`src/rtl/global_b_merger_pkg.sv`:
```
// Shared types and helpers for the global B-channel merger.
// Holds the AXI response encoding, the merger FSM states, the tracker
// entry layout and the response fold used when combining sub-burst Bs.
package global_b_merger_pkg;

    // The tracker entry layout is fixed here, so these are also the
    // defaults for the merger's MaxSubBursts and IdWidth parameters.
    localparam int unsigned MAX_SUB_BURSTS = 16;
    localparam int unsigned ID_WIDTH       = 5;
    localparam int unsigned B_CNT_W        = $clog2(MAX_SUB_BURSTS + 1);

    typedef enum logic [1:0] {
        RESP_OKAY   = 2'b00,
        RESP_EXOKAY = 2'b01,
        RESP_SLVERR = 2'b10,
        RESP_DECERR = 2'b11
    } axi_resp_e;

    typedef enum logic {
        ST_COLLECT = 1'b0,
        ST_BCAST   = 1'b1
    } merge_state_e;

    // One entry per original store: how many system Bs to expect and
    // which id to answer the clusters with.
    typedef struct packed {
        logic [B_CNT_W-1:0]  cnt;
        logic [ID_WIDTH-1:0] id;
    } b_track_t;

    // Severity order used by the fold: EXOKAY lowest, DECERR highest.
    function automatic logic [1:0] axi_resp_rank(input logic [1:0] resp);
        logic [1:0] rank;
        case (resp)
            RESP_EXOKAY: rank = 2'd0;
            RESP_OKAY:   rank = 2'd1;
            RESP_SLVERR: rank = 2'd2;
            default:     rank = 2'd3;
        endcase
        return rank;
    endfunction

    // Keep whichever response is more severe, so a single EXOKAY only
    // survives when every folded response was EXOKAY.
    function automatic logic [1:0] axi_resp_merge(input logic [1:0] a, input logic [1:0] b);
        return (axi_resp_rank(b) > axi_resp_rank(a)) ? b : a;
    endfunction

endpackage

```
`src/rtl/global_b_merger_fifo.sv`:
```
// Tracker FIFO for the global B merger (common_cells fifo_v3 style).
// A push into a full FIFO is accepted when a pop happens in the same
// cycle, because the pop frees the slot first.
module global_b_merger_fifo #(
    parameter int unsigned Depth = 4,
    parameter type dtype = logic
) (
    input  logic clk_i,
    input  logic rst_ni,
    input  logic push_i,
    input  dtype data_i,
    input  logic pop_i,
    output dtype data_o,
    output logic full_o,
    output logic empty_o
);

    localparam int unsigned AddrW  = (Depth > 1) ? $clog2(Depth) : 1;
    localparam int unsigned UsageW = $clog2(Depth + 1);

    logic [AddrW-1:0]  wr_ptr_q;
    logic [AddrW-1:0]  rd_ptr_q;
    logic [UsageW-1:0] usage_q;
    dtype              mem_q [Depth];
    logic              do_push;
    logic              do_pop;

    assign empty_o = (usage_q == '0);
    assign full_o  = (usage_q == UsageW'(Depth));
    assign do_pop  = pop_i && !empty_o;
    assign do_push = push_i && (!full_o || do_pop);
    assign data_o  = mem_q[rd_ptr_q];

    // Pointer and occupancy bookkeeping.
    always_ff @(posedge clk_i or negedge rst_ni) begin
        if (!rst_ni) begin
            wr_ptr_q <= '0;
            rd_ptr_q <= '0;
            usage_q  <= '0;
        end else begin
            if (do_push) begin
                wr_ptr_q <= (wr_ptr_q == AddrW'(Depth - 1)) ? '0 : wr_ptr_q + AddrW'(1);
            end
            if (do_pop) begin
                rd_ptr_q <= (rd_ptr_q == AddrW'(Depth - 1)) ? '0 : rd_ptr_q + AddrW'(1);
            end
            case ({do_push, do_pop})
                2'b10:   usage_q <= usage_q + UsageW'(1);
                2'b01:   usage_q <= usage_q - UsageW'(1);
                default: ;
            endcase
        end
    end

    // Storage array; contents are only meaningful while counted in usage.
    always_ff @(posedge clk_i) begin
        if (do_push) begin
            mem_q[wr_ptr_q] <= data_i;
        end
    end

endmodule

```
`src/rtl/global_b_merger.sv`:
```
// Global B-channel merger: collects the system Bs of all sub-bursts of
// one original store and broadcasts a single merged B to every cluster.
// Optional sys B id checking is enabled with GLOBAL_B_MERGER_ID_CHECK_EN.
module global_b_merger
    import global_b_merger_pkg::*;
#(
    parameter int unsigned NrClusters     = 4,
    parameter int unsigned MaxOutstanding = 4,
    parameter int unsigned MaxSubBursts   = MAX_SUB_BURSTS,
    parameter int unsigned IdWidth        = ID_WIDTH
) (
    input  logic                  clk_i,
    input  logic                  rst_ni,
    input  logic                  split_valid_i,
    input  logic                  split_last_i,
    input  logic [IdWidth-1:0]    split_id_i,
    output logic                  split_ready_o,
    input  logic                  sys_b_valid_i,
    output logic                  sys_b_ready_o,
    input  logic [1:0]            sys_b_resp_i,
    input  logic [IdWidth-1:0]    sys_b_id_i,
    output logic [NrClusters-1:0] cl_b_valid_o,
    input  logic [NrClusters-1:0] cl_b_ready_i,
    output logic [1:0]            cl_b_resp_o,
    output logic [IdWidth-1:0]    cl_b_id_o,
`ifdef GLOBAL_B_MERGER_ID_CHECK_EN
    output logic                  id_err_o,
`endif
    output logic                  overflow_o
);

    // Counters stop at MaxSubBursts instead of wrapping.
    function automatic logic [B_CNT_W-1:0] sat_inc(input logic [B_CNT_W-1:0] c);
        return (c >= B_CNT_W'(MaxSubBursts)) ? c : c + B_CNT_W'(1);
    endfunction

    merge_state_e          state_q;
    logic [B_CNT_W-1:0]    open_cnt_q;
    logic [B_CNT_W-1:0]    b_cnt_q;
    logic [B_CNT_W-1:0]    b_cnt_next;
    logic [1:0]            merged_q;
    logic [1:0]            merged_next;
    logic [1:0]            final_resp;
    logic [NrClusters-1:0] acked_q;
    logic [NrClusters-1:0] acked_next;
    logic [NrClusters-1:0] cl_valid_q;
    logic [1:0]            out_resp_q;
    logic [IdWidth-1:0]    out_id_q;
    logic                  overflow_q;
    logic                  all_acked;
    logic                  b_hs;
    logic                  complete;
    logic                  push;
    logic                  fifo_full;
    logic                  fifo_empty;
    b_track_t              push_entry;
    b_track_t              head;

    assign push       = split_valid_i && split_last_i;
    assign push_entry = '{cnt: sat_inc(open_cnt_q), id: split_id_i};

    global_b_merger_fifo #(
        .Depth (MaxOutstanding),
        .dtype (b_track_t)
    ) i_tracker (
        .clk_i   (clk_i),
        .rst_ni  (rst_ni),
        .push_i  (push),
        .data_i  (push_entry),
        .pop_i   (complete),
        .data_o  (head),
        .full_o  (fifo_full),
        .empty_o (fifo_empty)
    );

    assign split_ready_o = ~fifo_full;
    assign sys_b_ready_o = (state_q == ST_COLLECT);
    assign b_hs          = sys_b_valid_i && sys_b_ready_o;
    assign cl_b_valid_o  = cl_valid_q;
    assign cl_b_resp_o   = out_resp_q;
    assign cl_b_id_o     = out_id_q;
    assign overflow_o    = overflow_q;

    // Count and fold this cycle's system B, then see if the head request is done.
    always_comb begin
        b_cnt_next  = b_cnt_q;
        merged_next = merged_q;
        if (b_hs) begin
            b_cnt_next  = sat_inc(b_cnt_q);
            merged_next = axi_resp_merge(merged_q, sys_b_resp_i);
        end
        complete = (state_q == ST_COLLECT) && !fifo_empty && (b_cnt_next == head.cnt);
    end

    // Track which clusters have taken the broadcast, including this cycle.
    always_comb begin
        acked_next = acked_q | (cl_b_ready_i & cl_valid_q);
        all_acked  = &acked_next;
    end

`ifdef GLOBAL_B_MERGER_ID_CHECK_EN
    logic req_err_q;
    logic req_err_next;
    logic id_err_q;
    logic id_mismatch;

    // Flag a B whose id does not belong to the request being collected.
    always_comb begin
        id_mismatch  = b_hs && !fifo_empty && (sys_b_id_i != head.id);
        req_err_next = req_err_q | id_mismatch;
        final_resp   = req_err_next ? RESP_SLVERR : merged_next;
    end

    // Per-request error flag plus the sticky error visible to software.
    always_ff @(posedge clk_i or negedge rst_ni) begin
        if (!rst_ni) begin
            req_err_q <= 1'b0;
            id_err_q  <= 1'b0;
        end else begin
            if (id_mismatch) begin
                id_err_q <= 1'b1;
            end
            if (complete) begin
                req_err_q <= 1'b0;
            end else if (state_q == ST_COLLECT) begin
                req_err_q <= req_err_next;
            end
        end
    end

    assign id_err_o = id_err_q;
`else
    logic unused_sys_b_id;
    assign unused_sys_b_id = ^sys_b_id_i;
    assign final_resp      = merged_next;
`endif

    // Issue side: count sub-bursts of the open request and flag oversize requests.
    always_ff @(posedge clk_i or negedge rst_ni) begin
        if (!rst_ni) begin
            open_cnt_q <= '0;
            overflow_q <= 1'b0;
        end else if (split_valid_i) begin
            if (split_last_i) begin
                open_cnt_q <= '0;
            end else begin
                if (open_cnt_q >= B_CNT_W'(MaxSubBursts - 1)) begin
                    overflow_q <= 1'b1;
                end
                open_cnt_q <= sat_inc(open_cnt_q);
            end
        end
    end

    // Collect system Bs, then hold the merged B until every cluster has taken it.
    always_ff @(posedge clk_i or negedge rst_ni) begin
        if (!rst_ni) begin
            state_q    <= ST_COLLECT;
            b_cnt_q    <= '0;
            merged_q   <= RESP_EXOKAY;
            acked_q    <= '0;
            cl_valid_q <= '0;
            out_resp_q <= RESP_OKAY;
            out_id_q   <= '0;
        end else begin
            case (state_q)
                ST_COLLECT: begin
                    if (complete) begin
                        state_q    <= ST_BCAST;
                        cl_valid_q <= '1;
                        out_resp_q <= final_resp;
                        out_id_q   <= head.id;
                        b_cnt_q    <= '0;
                        merged_q   <= RESP_EXOKAY;
                    end else begin
                        b_cnt_q  <= b_cnt_next;
                        merged_q <= merged_next;
                    end
                end
                ST_BCAST: begin
                    if (all_acked) begin
                        state_q    <= ST_COLLECT;
                        acked_q    <= '0;
                        cl_valid_q <= '0;
                    end else begin
                        acked_q    <= acked_next;
                        cl_valid_q <= ~acked_next;
                    end
                end
                default: state_q <= ST_COLLECT;
            endcase
        end
    end

    // A final sub-burst must never be issued into a full tracker unless a pop frees a slot.
    assert property (@(posedge clk_i) disable iff (!rst_ni) !(push && fifo_full && !complete));

endmodule

```
`config.mk`:
```
export PLATFORM = sky130hd
export DESIGN_NAME = global_b_merger
export DESIGN_NICKNAME = d
export VERILOG_FILES = /design/src/rtl/global_b_merger_pkg.sv /design/src/rtl/global_b_merger_fifo.sv /design/src/rtl/global_b_merger.sv
export SDC_FILE = /design/constraint.sdc
export NUM_CORES = 1
export LEC_CHECK = 0
export ABC_AREA = 0
export CORE_ASPECT_RATIO = 1.4
export CORE_MARGIN = 5
export CORE_UTILIZATION = 45
export DETAILED_ROUTE_END_ITERATION = 8
export PLACE_DENSITY = 0.65
export SLEW_MARGIN = 20
export SYNTH_ARGS = -nofsm -noshare
export SYNTH_HDL_FRONTEND = slang
export SYNTH_HIERARCHICAL = 1
export SYNTH_SLANG_ARGS = --single-unit
```
`constraint.sdc`:
```
create_clock -name clk_i -period 4.1 [get_ports clk_i]
set_input_delay 0.82 -clock clk_i [delete_from_list [all_inputs] [get_ports clk_i]]
set_output_delay 0.82 -clock clk_i [all_outputs]
set_load 0.05 [all_outputs]
```
==> impl_metrics.tcl <==
set metrics [dict create \
    async_flop_share_pct 47.4 \
    grt_setup_unrepaired "false" \
    grt_pass1_vias 2248 \
    first_iter_violations 95 \
    setup_ws_ps 539 \
    slew_headroom_pct 42.0 \
    gr-usage-all-layers_pct 14.0 \
    coreArea_um2 7800 \
    hold_violations 0 \
    synth_area_leader_cell "edfxtp_1" \
    num_rows 38 \
    fin_tns_setup_ps 0 \
    grt_max_degree 37 \
    drive_gt1_share_pct 17.8 \
    area_delta_synth_final_pct 17.8 \
    overflow 0 \
    antenna_found_initial 0 \
    ys.flop_type "edfxtp_1" \
    route.detailed.drc 0 \
    preCtsSetupSlack_ps 339 \
    yosys_warnings 6 \
    cts_buffers 9 \
    grt_pass1_wl_um 10700 \
    synth-seq-cells 76 \
    leakagePower_nw 1.67 \
    worstPathArrival_ps 3840 \
    synth_edf_count 40 \
    ys_top_cells_by_area "edfxtp_1 33%, dfrtp_1 24%, mux4_2 6.2%" \
    powerDensity_nw_per_um2 737 \
    cts.path.max_buffers 2 \
    die_h_um 116 \
    dp_hpwl_um 4240 \
    vias 2152 \
    synth_most_common_cell "edfxtp_1" \
    worstSetupStartpointType "register" \
    cts.sinks 76 \
    clk_pin_slew_worst_paths_ps 80 \
    syn_nets 300 \
    ir_drop_uv 338 \
    cp_max_fo 10 \
    drtAntennaViolNets 0 \
    cp_slowest_cell "dfrtp_1" \
    ys_types 55 \
    start_util_pct 46.4 \
    ys_seq_area_share_pct 58.2 \
    status "complete, no violations" \
    diodes 0 \
    die_x_um 85.8 \
    period_needed_ps 3560 \
    worstPathRequired_ps 4370 \
    synthDominantCellAreaShare_pct 33.2 \
    synth_area_um2 3620 \
    crit_top_cell "xor2_1" \
    cpPeakStageDelay_ps 650 \
    min_path_type "register to register" \
    htree_levels 3 \
    avgRoutedWirePerCell_um 15.3 \
    design.die.area_um2 9950 \
    clk_latency_ps 350 \
    cts_setup_buffers 0 \
    cts_hold_buffers 0 \
    cts-root-buf "clkbuf_8" \
    worst_pin_slew_ps 859 \
    crit_chain "mux4_2 > xor2_1 > o21ai_1 > o311ai_1 > nor4_4 > o31a_1 > or2b_1 > fa_1 > nand2b_1 > o32ai_2 > xor2_1" \
    reg2reg_setup_slack_ps 540 \
    setup_viol 0 \
    crit_type "register to register" \
    cts_resized 0 \
    final_max_slew_viol_count 0 \
    io_pins 35 \
    syn_area_per_cell_um2 13.8 \
    max_freq_mhz 281 \
    routabilityCongestion 0.789 \
    port_buffers 29 \
    firstDrtPassIters 4 \
    worst_setup_path_end_kind "register" \
    synth_cells 262 \
    viasPerCell 5.33 \
    nNetsFinal 337 \
    fin_skew_ps 8.75 \
    cpLargestDelayFamily "compound AO/OA/AOI/OAI gates" \
    routed_wl_um 6200 \
    fill_cells 676 \
    path_buf_inv 0 \
    fin_crit_sh_pct 86.9 \
    synthTopCellsByCount "40 x edfxtp_1, 35 x dfrtp_1, 20 x inv_1" \
    drv_cap 0 \
    tritoncts "built" \
]
area by class of cell:
class,count,area [um^2],share of cell area (%)
clock buffers,9,124,2.91
well taps,100,125,2.94
flip-flops and latches,76,2100,49.4
inverters,20,75.1,1.76
clock inverters,7,123,2.88
repair buffers,32,308,7.22
multi-input cells,160,1400,32.9
layout by cell type (no fill, tap or decap), drive strengths merged, types with 3 or more instances in the layout:
cell / count
and3: 3
mux2i: 4
nand2: 7
mux2: 10
nand2b: 11
bufinv: 3
nand3: 5
o31a: 5
nor2b: 3
inv: 22
buf: 4
xor2: 4
edfxtp: 40
nor2: 15
xnor2: 7
mux4: 10
ha: 16
and2: 5
o21ai: 7
clkbuf: 9
dfrtp: 35
a21oi: 14
clkdlybuf4s50: 28
state kept, by name, summed over array words and instances, names as in the netlist:
name / count
cl_b_valid_o: 4
state_q: 1
b_cnt_q: 5
cl_b_resp_o: 2
merged_q: 2
overflow_o: 1
i_tracker/mem_q: 40
acked_q: 4
i_tracker/wr_ptr_q: 2
cl_b_id_o: 5
i_tracker/rd_ptr_q: 2
i_tracker/usage_q: 3
open_cnt_q: 5
worst paths after layout:
kind | endpoint | startpoint | cells after the start
setup / recovery | i_tracker/usage_q[2]$_DFFE_PN0P_ | i_tracker/rd_ptr_q[0]$_DFFE_PN0N_ | 11
hold / removal | overflow_o$_DFFE_PN0P_ | overflow_o$_DFFE_PN0P_ | 1
setup reg to reg | i_tracker/usage_q[2]$_DFFE_PN0P_ | i_tracker/rd_ptr_q[0]$_DFFE_PN0N_ | 11
hold reg to reg | overflow_o$_DFFE_PN0P_ | overflow_o$_DFFE_PN0P_ | 1
max in group asynchronous | i_tracker/rd_ptr_q[0]$_DFFE_PN0N_ | rst_ni | 1
min in group asynchronous | cl_b_id_o[4]$_DFFE_PN0P_ | rst_ni | 1
cells by family (layout without fill, tap and decap cells):
family	after synthesis	count (layout)	share of synthesized area (%)
flip-flops	76	76	58.2
AND/OR/NAND/NOR	67	67	11.3
AO/OA/AOI/OAI	40	40	7.61
buffers and inverters	26	68	3.04
multiplexers	24	24	10.5
adder cells (fa/ha/maj)	17	17	6.09
XOR/XNOR	12	12	3.29
layer usage:
metal | wire length (um) | vias to the layer above | GRT usage [%]
met4 | 51 | 0 | 5.70
met1 | 2660 | 1076 | 16.8
met3 | 273 | 4 | 3.84
met5 | 0 | - | 0
met2 | 3220 | 34 | 23.7
li1 | - | 1038 | -
power by group:
part	leakage (nW)	total, mW	switching (mW)	internal, mW
sequential	0.801	1.23	0.200	1.03
combinational	0.742	1.22	0.664	0.554
clock	0.122	0.698	0.289	0.409
metrics by stage:
step	utilization, %	std cells	cell area, um^2	total power [mW]	hold slack (ps)
after floorplan	-	262	3620	2.14	456
after global placement	51.5	388	4010	2.45	459
after detailed placement	51.5	388	4010	2.48	463
after CTS	54.6	404	4260	3.18	483
after global routing	54.6	404	4260	3.36	508
final	54.6	404	4260	3.14	480
No activity file was read; power rests on OpenSTA's default activity.
